## src/rtl/pc_pkg.sv

```systemverilog
// Shared constants and next-PC selection type for the program-counter block.
package pc_pkg;

  localparam int unsigned PC_WIDTH           = 32;
  localparam int unsigned INSTR_BYTES        = 4;
  localparam logic [31:0] DEFAULT_RESET_ADDR = 32'h0000_0000;

  typedef enum logic [1:0] {
    SEL_SEQ    = 2'd0,
    SEL_BRANCH = 2'd1,
    SEL_JUMP   = 2'd2
  } next_pc_sel_t;

  function automatic next_pc_sel_t decode_sel(input logic control, input logic addcontrol);
    if (!control)   return SEL_SEQ;
    if (!addcontrol) return SEL_BRANCH;
    return SEL_JUMP;
  endfunction

endpackage

```

## src/rtl/pc_next_addr.sv

```systemverilog
// Combinational next-PC generator: sequential adder, branch adder and select mux.
module pc_next_addr
  import pc_pkg::*;
#(
  parameter int unsigned STEP_BYTES = pc_pkg::INSTR_BYTES
) (
  input  logic [PC_WIDTH-1:0] pc_i,
  input  logic                control_i,
  input  logic                addcontrol_i,
  input  logic [PC_WIDTH-1:0] inc_i,
  output logic [PC_WIDTH-1:0] next_pc_o
);

  localparam logic [PC_WIDTH-1:0] STEP = PC_WIDTH'(STEP_BYTES);

  logic [PC_WIDTH-1:0] seq_pc;
  logic [PC_WIDTH-1:0] branch_pc;
  next_pc_sel_t        sel;

  // Word offset becomes a byte offset; the top two offset bits fall off.
  assign seq_pc    = pc_i + STEP;
  assign branch_pc = seq_pc + {inc_i[PC_WIDTH-3:0], 2'b00};
  assign sel       = decode_sel(control_i, addcontrol_i);

  // NOTE: assign a default before the case so no path leaves next_pc_o unassigned (no latch).
  always_comb begin
    next_pc_o = seq_pc;
    case (sel)
      SEL_BRANCH: next_pc_o = branch_pc;
      SEL_JUMP:   next_pc_o = inc_i;
      default:    next_pc_o = seq_pc;
    endcase
  end

endmodule

```

## src/rtl/pc_block.sv

```systemverilog
// Program counter register with synchronous reset and stall enable.
// Define PC_ALIGN_EN to force every loaded value (including RESET_ADDR) to word alignment.
module pc_block #(
  parameter logic [31:0] RESET_ADDR  = pc_pkg::DEFAULT_RESET_ADDR,
  parameter int unsigned INSTR_BYTES = pc_pkg::INSTR_BYTES
) (
  input  logic        clk,
  input  logic        reset,
  input  logic        push,
  input  logic        control,
  input  logic        addcontrol,
  input  logic [31:0] inc,
  output logic [31:0] addr
);

  import pc_pkg::PC_WIDTH;

  logic [PC_WIDTH-1:0] addr_q;
  logic [PC_WIDTH-1:0] addr_d;
  logic [PC_WIDTH-1:0] next_pc;

  pc_next_addr #(
    .STEP_BYTES (INSTR_BYTES)
  ) u_next (
    .pc_i         (addr_q),
    .control_i    (control),
    .addcontrol_i (addcontrol),
    .inc_i        (inc),
    .next_pc_o    (next_pc)
  );

  function automatic logic [PC_WIDTH-1:0] load_val(input logic [PC_WIDTH-1:0] v);
`ifdef PC_ALIGN_EN
    return {v[PC_WIDTH-1:2], 2'b00};
`else
    return v;
`endif
  endfunction

  always_comb begin
    addr_d = addr_q;
    if (reset)     addr_d = load_val(RESET_ADDR);
    else if (push) addr_d = load_val(next_pc);
  end

  // NOTE: sequential state uses non-blocking assignment so all flops update together.
  always_ff @(posedge clk) begin
    addr_q <= addr_d;
  end

  assign addr = addr_q;

endmodule

```

## config.mk

```make
export PLATFORM = sky130hd
export DESIGN_NAME = pc_block
export DESIGN_NICKNAME = d
export VERILOG_FILES = /design/src/rtl/pc_pkg.sv /design/src/rtl/pc_next_addr.sv /design/src/rtl/pc_block.sv
export SDC_FILE = /design/constraint.sdc
export NUM_CORES = 1
export LEC_CHECK = 0
export ABC_AREA = 1
export CORE_ASPECT_RATIO = 0.5
export CORE_MARGIN = 2
export CORE_UTILIZATION = 30
export DETAILED_ROUTE_END_ITERATION = 16
export GPL_ROUTABILITY_DRIVEN = 1
export RECOVER_POWER = 25
export SLEW_MARGIN = 10
export SYNTH_ARGS = -nofsm -noshare
export SYNTH_HDL_FRONTEND = slang
export SYNTH_SLANG_ARGS = --single-unit
```

## constraint.sdc

```tcl
create_clock -name clk -period 2.94 [get_ports clk]
set_input_delay 0.882 -clock clk [delete_from_list [all_inputs] [get_ports clk]]
set_output_delay 0.882 -clock clk [all_outputs]
set_load 0.005 [all_outputs]
```

==> impl_results.md <==
* Status: completed
* Final Hold Fails at 0
* Hold depth at 2
* Fillers at roughly 1,600
* Die Height at between 90 and 100 um
* CP max stage cell: clkdlybuf4s50_1
* Layout cells sized above 1 at 26.31%
* Family with the most delay on the worst path: buffers and inverters
* Clock power share at between 20% and 30%
* F_max at about 0.36 GHz
* Clock slew at reported path FFs at approximately 0.05 ns
* Slew margin rel. at between 60% and 70%
* Worst slew pin tran at 0.4879 ns
* Die area at between 15,000 and 20,000 um2
* Vias in the first global route at between 5,000 and 6,000
* Endpoint, Worst Hold: addr[0]
* Avg Synthesized Cell Area at approximately 5.4 um2
* Top-count cell post-synth: nand2_1
* CP max stage delay at approximately 0.49 ns
* Total power per unit cell area at ~300 nW/um2
* Mapped Area at about 4700 um2
* CP Launch Type: input pin
* Total CTS buffers at 5
* Hold_sp: addr[0]
* Library cells used by synthesis at 37
* Cell area after placement at ~6400 um2
* RR Startpoint: addr[3]
* First-pass GRT wire length at between 20 and 30 mm
* Sequential-to-total area share from yosys stat at a little over an eighth
* Gate Count Post-Synth at between 800 and 900
* Max-cap violations at 0
* WP data required at about 3.2 ns
* Cells after DPL at 1,239
* Rows at 32
* Crit share post-route at between 90% and 100%
* Dpl hpwl at ~15 mm
* Setup slack, reg-to-reg at between 0.15 and 0.2 ns
* Net Sw Frac at between 30% and 40%
* Max reg flops at 32
* Ys Warns at 0
* Clock Path Buffers at 2
* Count of input and output buffers at around 70
* Worst r2r path cells at 17
* Net Switching at around 840 uW
* Synth Net Count at about 950
* Core area at ~15,000 um2
* Io pins at 69
* Synth async-reset ratio at 0%
* CTS hold repair buffers at 0
* RR Endpoint: addr[21]
* Worst VDD drop at approximately 0.00019 V
* First drt pass iteration count at 5
* RePlAce Congestion at a little over 0.9
* Clk Tree Root Cell: clkbuf_16
* Hold WC Path Type: reg2reg
* Int Power at between 1 and 1.5 mW
* Unrepaired setup endpoints after global routing: true
* Crit Path Category: in2reg
* Top FF cell, synth: dfxtp_1
* Drt drc at 0
* ANT cells at 0
* Largest net degree at the start of global routing at 31
* DRT Wirelength at 18.95 mm
* Logic gate share of total power at 51.1%
* Dominant cell type by area after synthesis: nand2_1
* Crit. End Element: flop
* Drt via density at around 4.8
* GR Overflow Total at 0
* Area Overhead vs Synth at 52.52%
* Synth Register Bits at 32
* H-tree depth at 2
* Clk_skew at about 0.0051 ns
* Synth area leaders: nand2_1 (24%), dfxtp_1 (14%), inv_1 (12%)
* Post-layout min period at about 2.8 ns
* Crit path buffers/inverters at 4
* Vias after detailed routing at 6,064
* Fin. max-slew vios at 0
* Die width at about 180 um
* Worst skew pair latency at just under 0.3 ns
* Total power at about 2.1 mW
* All-Layer GR Usage at 22.13%
* Top cell type's share of synthesized area at ~24%
* Crit path DAT at between 3 and 4 ns
* Design area at 7154 um2
* Max FO, Critical Path at 4
* Antenna violations before repair at 0
* Avg WL per Cell at around 15 um
* Crit-path most repeated cell: nand2_1
* Fin nets at roughly 1,100
* EDFF count, synth at 0
* Leakage power at ~3.5 nW
* Flop pwr share at 24.4%
* CTS tree: yes
* CTS sink count at 32
* Commonest cells post-synth: nand2_1 (304), inv_1 (144), nand3_1 (84)
* CP Cell Sequence: clkdlybuf4s50_1, ha_1, inv_1, fa_1, inv_1, nand3_1, nand2_2, nand2_1, nand2_1, buf_4, nand2_1, nand4_1, nand3_1, a21oi_1
* DRT iter0 DRCs at between 400 and 500
* Post-Layout Cell Count at between 1,000 and 1,500
* Initial Utilization at between 30% and 40%
* Final setup viols at 0
* Antenna-violating nets left at 0
## per-stage QoR
stage	hold WS, ns	worst slack, ns	util (%)	TNS (ns)
floorplan	0.4504	0.3994	-	0
global placement	0.4486	-0.1389	41.67	-1.335
detailed placement	0.4574	-0.1706	41.67	-1.966
CTS	0.4653	0.004208	42.86	0
global route	0.5103	-0.02196	46.65	-0.09230
finish	0.4624	0.1508	46.65	0
## logic make-up after synthesis
group / count (synthesis) / synth area share (%)
buffers and inverters: 164 / 13.36
adder cells (fa/ha/maj): 36 / 9.763
XOR/XNOR: 15 / 2.801
AO/OA/AOI/OAI: 119 / 14.00
flip-flops: 32 / 13.66
AND/OR/NAND/NOR: 509 / 46.41
## power groups by stage
stage                     Clock, mW  Sequential, mW  Combinational, mW
final                         0.520           0.518               1.09
after detailed placement          0           0.519              0.965
after CTS                     0.533           0.510              0.979
after floorplan                   0           0.518              0.501
after global routing          0.548           0.524               1.20
after global placement            0           0.518              0.959
## cell usage in the layout, fill, tap and decap left out, types with 8 or more instances in the layout
cell type / instances
ha_4: 11
a21oi_1: 39
nand3_1: 76
nand2_2: 35
dfxtp_1: 15
nor2_1: 45
buf_4: 111
nor2_2: 20
clkdlybuf4s50_1: 63
inv_1: 140
a21oi_2: 17
xor2_1: 8
nor2_4: 11
dfxtp_2: 12
o21ai_0: 39
ha_1: 23
nand4_1: 13
nand2_1: 272
## layout make-up
type                       instances  area (um2)  area share (%)
inverter                         147       554.3           7.747
timing repair buffer             184        1584           22.14
clock inverter                     1       5.005         0.06995
multi-input combinational        679        3953           55.25
sequential                        32       674.4           9.426
tap                              204       255.2           3.568
clock buffer                       6       128.9           1.801
## worst reg2reg max path, delay by kind of cell, from the launching register on
family	cells	cell delay, ns
adder cells (fa/ha/maj)	2	0.41
buffers and inverters	3	0.22
AO/OA/AOI/OAI	1	0.13
flip-flops	1	0.37
AND/OR/NAND/NOR	11	1.59
## routing by layer
metal  share of wire [%]  global-route usage (%)  vias to the layer above
met5                   0                       0                        -
met4                0.93                   3.427                        0
met3                 5.8                   3.382                       16
met2                  44                   35.36                      150
met1                  49                   31.88                     2775
li1                    -                       -                     3123
## how the worst max path moves through the flow
stage,from,to,slack [ns],cells after the start
after detailed placement,inc[0],addr[28],-0.17,15
after CTS,addr[11],addr[29],0.004,18
after global routing,addr[2],addr[31],-0.02,24
final,inc[0],addr[24],0.15,14
after floorplan,addr[2],addr[27],0.40,18
after global placement,inc[8],addr[31],-0.14,11
## what timing repair did
| action | in CTS | in global routing |
|---|---|---|
| gates resized for setup | 13 | 136 |
| setup buffers | 1 | 6 |
| setup endpoints to repair | 8 | 23 |
| pin swaps | 5 | 32 |
Note: power is estimated with default switching activity, not from simulation.
